`src/rtl/fetch_unit.sv`:
```
// Instruction fetch unit: issues sequential word reads to a synchronous ROM from a
// local PC and buffers returned words in a small FIFO feeding decode (valid/ready).
module fetch_unit #(
  parameter logic [31:0] RESET_PC = 32'h0000_3000,
  parameter int          DEPTH    = 4
) (
  input  logic        Clk,
  input  logic        Reset,
  input  logic        Redirect,
  input  logic [31:0] RedirectPC,
  output logic        ImEn,
  output logic [31:0] ImAddr,
  input  logic [31:0] ImData,
  output logic        OutValid,
  input  logic        OutReady,
  output logic [31:0] OutInstr,
  output logic [31:0] OutPC
);

  localparam int AW = $clog2(DEPTH);
  localparam logic [AW+1:0] DEPTH_W = (AW + 2)'(DEPTH);

  // Handshake: a word moves to decode on any cycle where OutValid && OutReady are
  // both high; OutInstr/OutPC hold while OutValid && !OutReady, and only Reset or
  // Redirect may drop OutValid.

  logic [31:0]   fpc;
  logic [31:0]   pend_pc;
  logic          pending;
  logic [31:0]   mem_pc    [DEPTH];
  logic [31:0]   mem_instr [DEPTH];
  logic [AW-1:0] wr_ptr;
  logic [AW-1:0] rd_ptr;
  logic [AW:0]   count;

  logic          issue;
  logic          push;
  logic          pop;
  logic [AW+1:0] credit_used;
  logic          unused_redirect_lsbs;

  assign unused_redirect_lsbs = ^RedirectPC[1:0];

  always_comb begin
    // Credit ignores a same-cycle pop so the FIFO can never overflow.
    credit_used = {1'b0, count} + {{(AW + 1){1'b0}}, pending};
    issue       = !Reset && !Redirect && (credit_used < DEPTH_W);
    push        = pending && !Redirect;
    pop         = (count != '0) && OutReady && !Redirect;
  end

  assign ImEn     = issue;
  assign ImAddr   = fpc;
  assign OutValid = (count != '0);
  assign OutInstr = OutValid ? mem_instr[rd_ptr] : 32'h0;
  assign OutPC    = OutValid ? mem_pc[rd_ptr]    : 32'h0;

  always_ff @(posedge Clk) begin
    if (Reset) begin
      fpc     <= RESET_PC;
      pending <= 1'b0;
      pend_pc <= 32'h0;
      count   <= '0;
      wr_ptr  <= '0;
      rd_ptr  <= '0;
    end else if (Redirect) begin
      // The word returning this cycle belongs to the old stream and is dropped.
      fpc     <= {RedirectPC[31:2], 2'b00};
      pending <= 1'b0;
      count   <= '0;
      wr_ptr  <= '0;
      rd_ptr  <= '0;
    end else begin
      pending <= issue;
      if (issue) begin
        pend_pc <= fpc;
        fpc     <= fpc + 32'd4;
      end
      if (push) wr_ptr <= wr_ptr + 1'b1;
      if (pop)  rd_ptr <= rd_ptr + 1'b1;
      case ({push, pop})
        2'b10:   count <= count + 1'b1;
        2'b01:   count <= count - 1'b1;
        default: count <= count;
      endcase
    end
  end

  always_ff @(posedge Clk) begin
    if (!Reset && push) begin
      mem_pc[wr_ptr]    <= pend_pc;
      mem_instr[wr_ptr] <= ImData;
    end
  end

endmodule
```
`config.mk`:
```
export PLATFORM = sky130hd
export DESIGN_NAME = fetch_unit
export DESIGN_NICKNAME = d
export VERILOG_FILES = /design/src/rtl/fetch_unit.sv
export SDC_FILE = /design/constraint.sdc
export NUM_CORES = 1
export LEC_CHECK = 0
export ABC_CLOCK_PERIOD_IN_PS = 3650
export CORE_UTILIZATION = 45
export DETAILED_ROUTE_END_ITERATION = 8
export PLACE_DENSITY = 0.79
export SYNTH_ARGS = -nofsm -noshare
export SYNTH_HDL_FRONTEND = slang
export SYNTH_SLANG_ARGS = --single-unit
export TNS_END_PERCENT = 50
```
`constraint.sdc`:
```
create_clock -name Clk -period 3.65 [get_ports Clk]
set_clock_uncertainty 0.05 [all_clocks]
set_input_delay 0.73 -clock Clk [delete_from_list [all_inputs] [get_ports Clk]]
set_output_delay 0.73 -clock Clk [all_outputs]
set_load 0.01 [all_outputs]
```
# Word-level counts from Yosys, hierarchy flattened
# Memories as Yosys holds them, arrays and structs flattened. A register that Yosys moved wholly into a read port is not among the register bits.
# Index checks and enable logic that the tools add are counted.
# Widths: inputs -> output; s select.
# totals
word_cells,43
regBits,72
n_memories,2
ram_bits,256
input_bits,68
out_inout_bits,98
# op_classes
order_cmp,1
addsub,6
n_reduce_logical,13
n_eq_ne,2
muxes,11
bitwise,1
# memory_table
name,words,width,rd,rd_clocked_by_memory_dff,write_ports,line,rtl
mem_instr,4,32,1,1,1,31,logic [31:0] mem_instr [DEPTH];
mem_pc,4,32,1,1,1,30,logic [31:0] mem_pc [DEPTH];
# op_table
operator,count
$mux 32,4
$add 32x3->32 const B,1
$mux 2,4
$logic_and 1x1->1,6
$pmux 3 s2,1
$add 2x1->2 const B,2
$add 3x1->4,1
$lt 4x3->1 const B,1
$reduce_bool 2->1,2
$add 3x1->3 const B,1
$reduce_bool 3->1,1
$sub 3x1->3 const B,1
$eq 2x1->1 const B,1
$eq 2x2->1 const B,1
$logic_not 1->1,2
$mux 1,2
$reduce_and 2->1,1
$reduce_or 2->1,1
$not 1->1,1

# Longest topological paths before layout
# logic_depth
depth_word,5
ltp_mapped,10
ltp_nobuf,8

# Worst setup path after synthesis
# Ideal clock, no wire load.
# synth_timing
path_kind,input to register
startpoint,input port Redirect
endpoint,"memory mem_instr[0][0], enable pin"
arrival_ns,2.679
path_buffers,1
setup_ns,0.427
cell_stages,3
setup_slack_ns,0.494
required_time_ns,3.173
cell_sequence,clkbuf_1 nor2_1 and3_1
# synth_via
elab_chain_cells,5
# synth_lines
element,line,rtl
start: declaration,9,"input logic Redirect,"
$logic_not 1->1,48,push = pending && !Redirect;
$logic_and 1x1->1,48,
$logic_and 1x1->1,90,if (!Reset && push) begin
$mux 1,90,
$mux 1 (not written as such),92,mem_instr[wr_ptr] <= ImData;
end: declaration,31,
# No other way between the ends.

==> out/metrics.csv <==
stage,metric,value,unit
status,status,"complete, no violations",
placed_design,io_buffers,159,
clock_tree,cts_tree,done,
sta,fin_tns_setup,0,ns
drt,drc,0,
drt,routed_wl,26110,um
critical_path,cp_slowest_cell,clkdlybuf4s50_1,
drt,drtPass1Iterations,5,
global_route,gr-total-overflow,0,
synthesis,ys.flop_type,edfxtp_1,
synthesis,synthArstFlopShare,0,
clock_tree,clockRootBuffer,clkbuf_16,
clock_tree,clkLatencyLatePin,0.54,ns
critical_path,endpoint_kind,output port,
drt,wl_per_cell,19.16,um
power_and_ir_drop,p_leak,0.005137,uW
floorplanning,die_area,28630,um2
drt,initialDrtViolationCount,652,
sta,maxSlewViolCount,0,
min_path,worstHoldStart,pend_pc[19],
clock_tree,ctsResizeCount,0,
synthesis,synth_seq_area_share,0.7033,
critical_path,arrival,2.61,ns
floorplanning,initial_utilization,0.4629,
final_layout,layout_common_cells,"edfxtp_1 (248), clkdlybuf4s50_1 (158), nand2_1 (92)",
floorplanning,die_y,169.2,um
critical_path,crit_chain,buf_4 > mux4_2 > nor2b_1 > clkdlybuf4s50_1,
final_layout,final_common_cell,edfxtp_1,
sta,max_slew_margin,0.5431,
global_route,grt_pass1_wl,40460,um
critical_path,rr_worst_depth,10,
placed_design,gp_congestion,0.8391,
final_layout,finalNetCount,1042,
sta,rsz0062_at_grt,false,
run,maxCapViolations,0,
synthesis,synth_area,12580,um2
synthesis,yosysWarningCount,0,
placed_design,dpl.cell_count,1306,
synthesis,synth_cell_types,52,
critical_path,cp_data_required_time,2.87,ns
power_and_ir_drop,power,7447,uW
global_route,antenna_found_initial,0,
sta,min_period,3.387,ns
synthesis,synth_edf_count,248,
sta,finalCritPeriodShare,0.9278,
final_layout,drive_gt1_frac,0.1584,
clock_tree,clk_path_buf_depth,3,
final_layout,final_cells,1363,
sta,setup_viol,0,
floorplanning,coreArea,27180,um2
placed_design,dpl.hpwl,16730,um
synthesis,postSynthCellCount,794,
clock_tree,cts_buffers,31,
clock_tree,htreeDepth,1,
clock_tree,hold_buffers,0,
critical_path,cp_max_fo,12,
drt,antenna_left,0,
global_route,first_global_vias,7287,
synthesis,syn_avg_cell_area,15.84,um2
critical_path,slowest_delay,0.55,ns
final_layout,fin_util,0.5800,
final_layout,nFillCells,2125,
drt,routed_via_density,5.366,
min_path,min_path_cells,0,
drt,vias,7314,
clock_tree,cts.clk_slew.worst_paths,0.07,ns
floorplanning,num_rows,60,
final_layout,insertedDiodeCount,0,
sta,tightest_slew,0.6791,ns
power_and_ir_drop,p_per_area,472.5,nW/um2
final_layout,area_growth,25.28,%
sta,final_hold_viol_count,0,
critical_path,startpoint_type,register,
clock_tree,cts.sinks,318,
critical_path,crit_type,register to output port,
sta,fmax,295.3,MHz
global_route,grt_max_degree,49,
synthesis,ys_seq_elements,318,
power_and_ir_drop,vdd_drop_max,291.7,uV
floorplanning,io_pins,166,
clock_tree,post_cts.repair.setup_buffers,0,
min_path,hold_class,register to register,
global_route,grt.total_usage,0.1850,
critical_path,r2r-start,count[0],
floorplanning,die_w,169.2,um
worst paths after layout:
kind | to | slack, ns
hold / removal | mem_pc[2][19] | 0.45
setup / recovery | OutPC[8] | 0.26
setup reg to reg | count[2] | 1.19
hold reg to reg | mem_pc[2][19] | 0.45
cell families (layout without fill, tap and decap cells):
group                    after synthesis  in the layout  share of synthesized area
AO/OA/AOI/OAI                         75             75                    0.03620
XOR/XNOR                              24             24                    0.01671
adder cells (fa/ha/maj)                7              7                   0.007558
buffers and inverters                 62            256                    0.02138
flip-flops                           318            318                     0.7033
multiplexers                          66             66                     0.1143
other                                  1              4                  0.0002981
AND/OR/NAND/NOR                      241            241                     0.1002
routing by layer:
layer | routed length (um) | track usage
met2 | 12850 | 0.3151
met5 | 0 | 0
met3 | 1802 | 0.02868
met4 | 442 | 0.05053
met1 | 11020 | 0.2476
state kept, by name, summed over array words and instances, names as in the netlist, named ones only:
name,cells
mem_instr,128
mem_pc,120
ImAddr,30
pend_pc,30
count,3
rd_ptr,2
wr_ptr,2
pending,1
layout make-up:
type                            count  area, um2  area share
Clock inverter                     18      192.7     0.01223
Sequential cell                   318       8856      0.5619
Timing Repair Buffer              185       1869      0.1186
Tap cell                          372      465.4     0.02953
Clock buffer                       39      825.8     0.05239
Multi-Input combinational cell    417       3500      0.2220
Inverter                           14      52.55    0.003334
worst max-delay path: cells and delay by family, from the launching register on:
kind | cells | cell delay, ns
buffers and inverters | 2 | 0.86
multiplexers | 1 | 0.51
AND/OR/NAND/NOR | 1 | 0.15
flip-flops | 1 | 0.54
synth_stat cells (all sizes together) (3+ instances only):
cell type / n / area [um2]
o22ai: 3 / 18.77
buf: 18 / 103.9
a211oi: 8 / 60.06
edfxtp: 248 / 7447
nor2b: 62 / 387.9
xor2: 14 / 122.6
nand4: 9 / 77.57
nand3: 13 / 65.06
a21oi: 45 / 225.2
nor3: 8 / 55.05
mux2i: 3 / 30.03
nand2: 92 / 345.3
clkbuf: 30 / 112.6
or2: 3 / 18.77
o21ai: 3 / 15.01
mux4: 62 / 1396
nor4: 7 / 80.07
ha: 6 / 75.07
inv: 14 / 52.55
xnor2: 10 / 87.58
or4: 3 / 22.52
nor2: 30 / 112.6
a31oi: 6 / 43.79
dfxtp: 70 / 1401
and3: 8 / 50.05
per-stage QoR:
| stage | hold WS, ns | setup WS (ns) | area [um2] |
|---|---|---|---|
| 6_report | 0.4498 | 0.2634 | 15760 |
| 2_1_floorplan | 0.4100 | 0.4939 | 12590 |
| 3_3_place_gp | 0.4245 | 0.6419 | 14740 |
| 3_5_place_dp | 0.4357 | 0.5861 | 14740 |
| 4_1_cts | 0.4487 | 0.1953 | 15760 |
| 5_1_grt | 0.4728 | 0.1267 | 15760 |
report_power, final:
part	total [uW]	switching (uW)	internal, uW	leakage (uW)
logic	319	151	168	0.00165
registers	3990	60.2	3930	0.00300
clock network	3140	1310	1820	0.000489
total	7450	1520	5920	0.00514
Power figures use the tool's default switching activity.
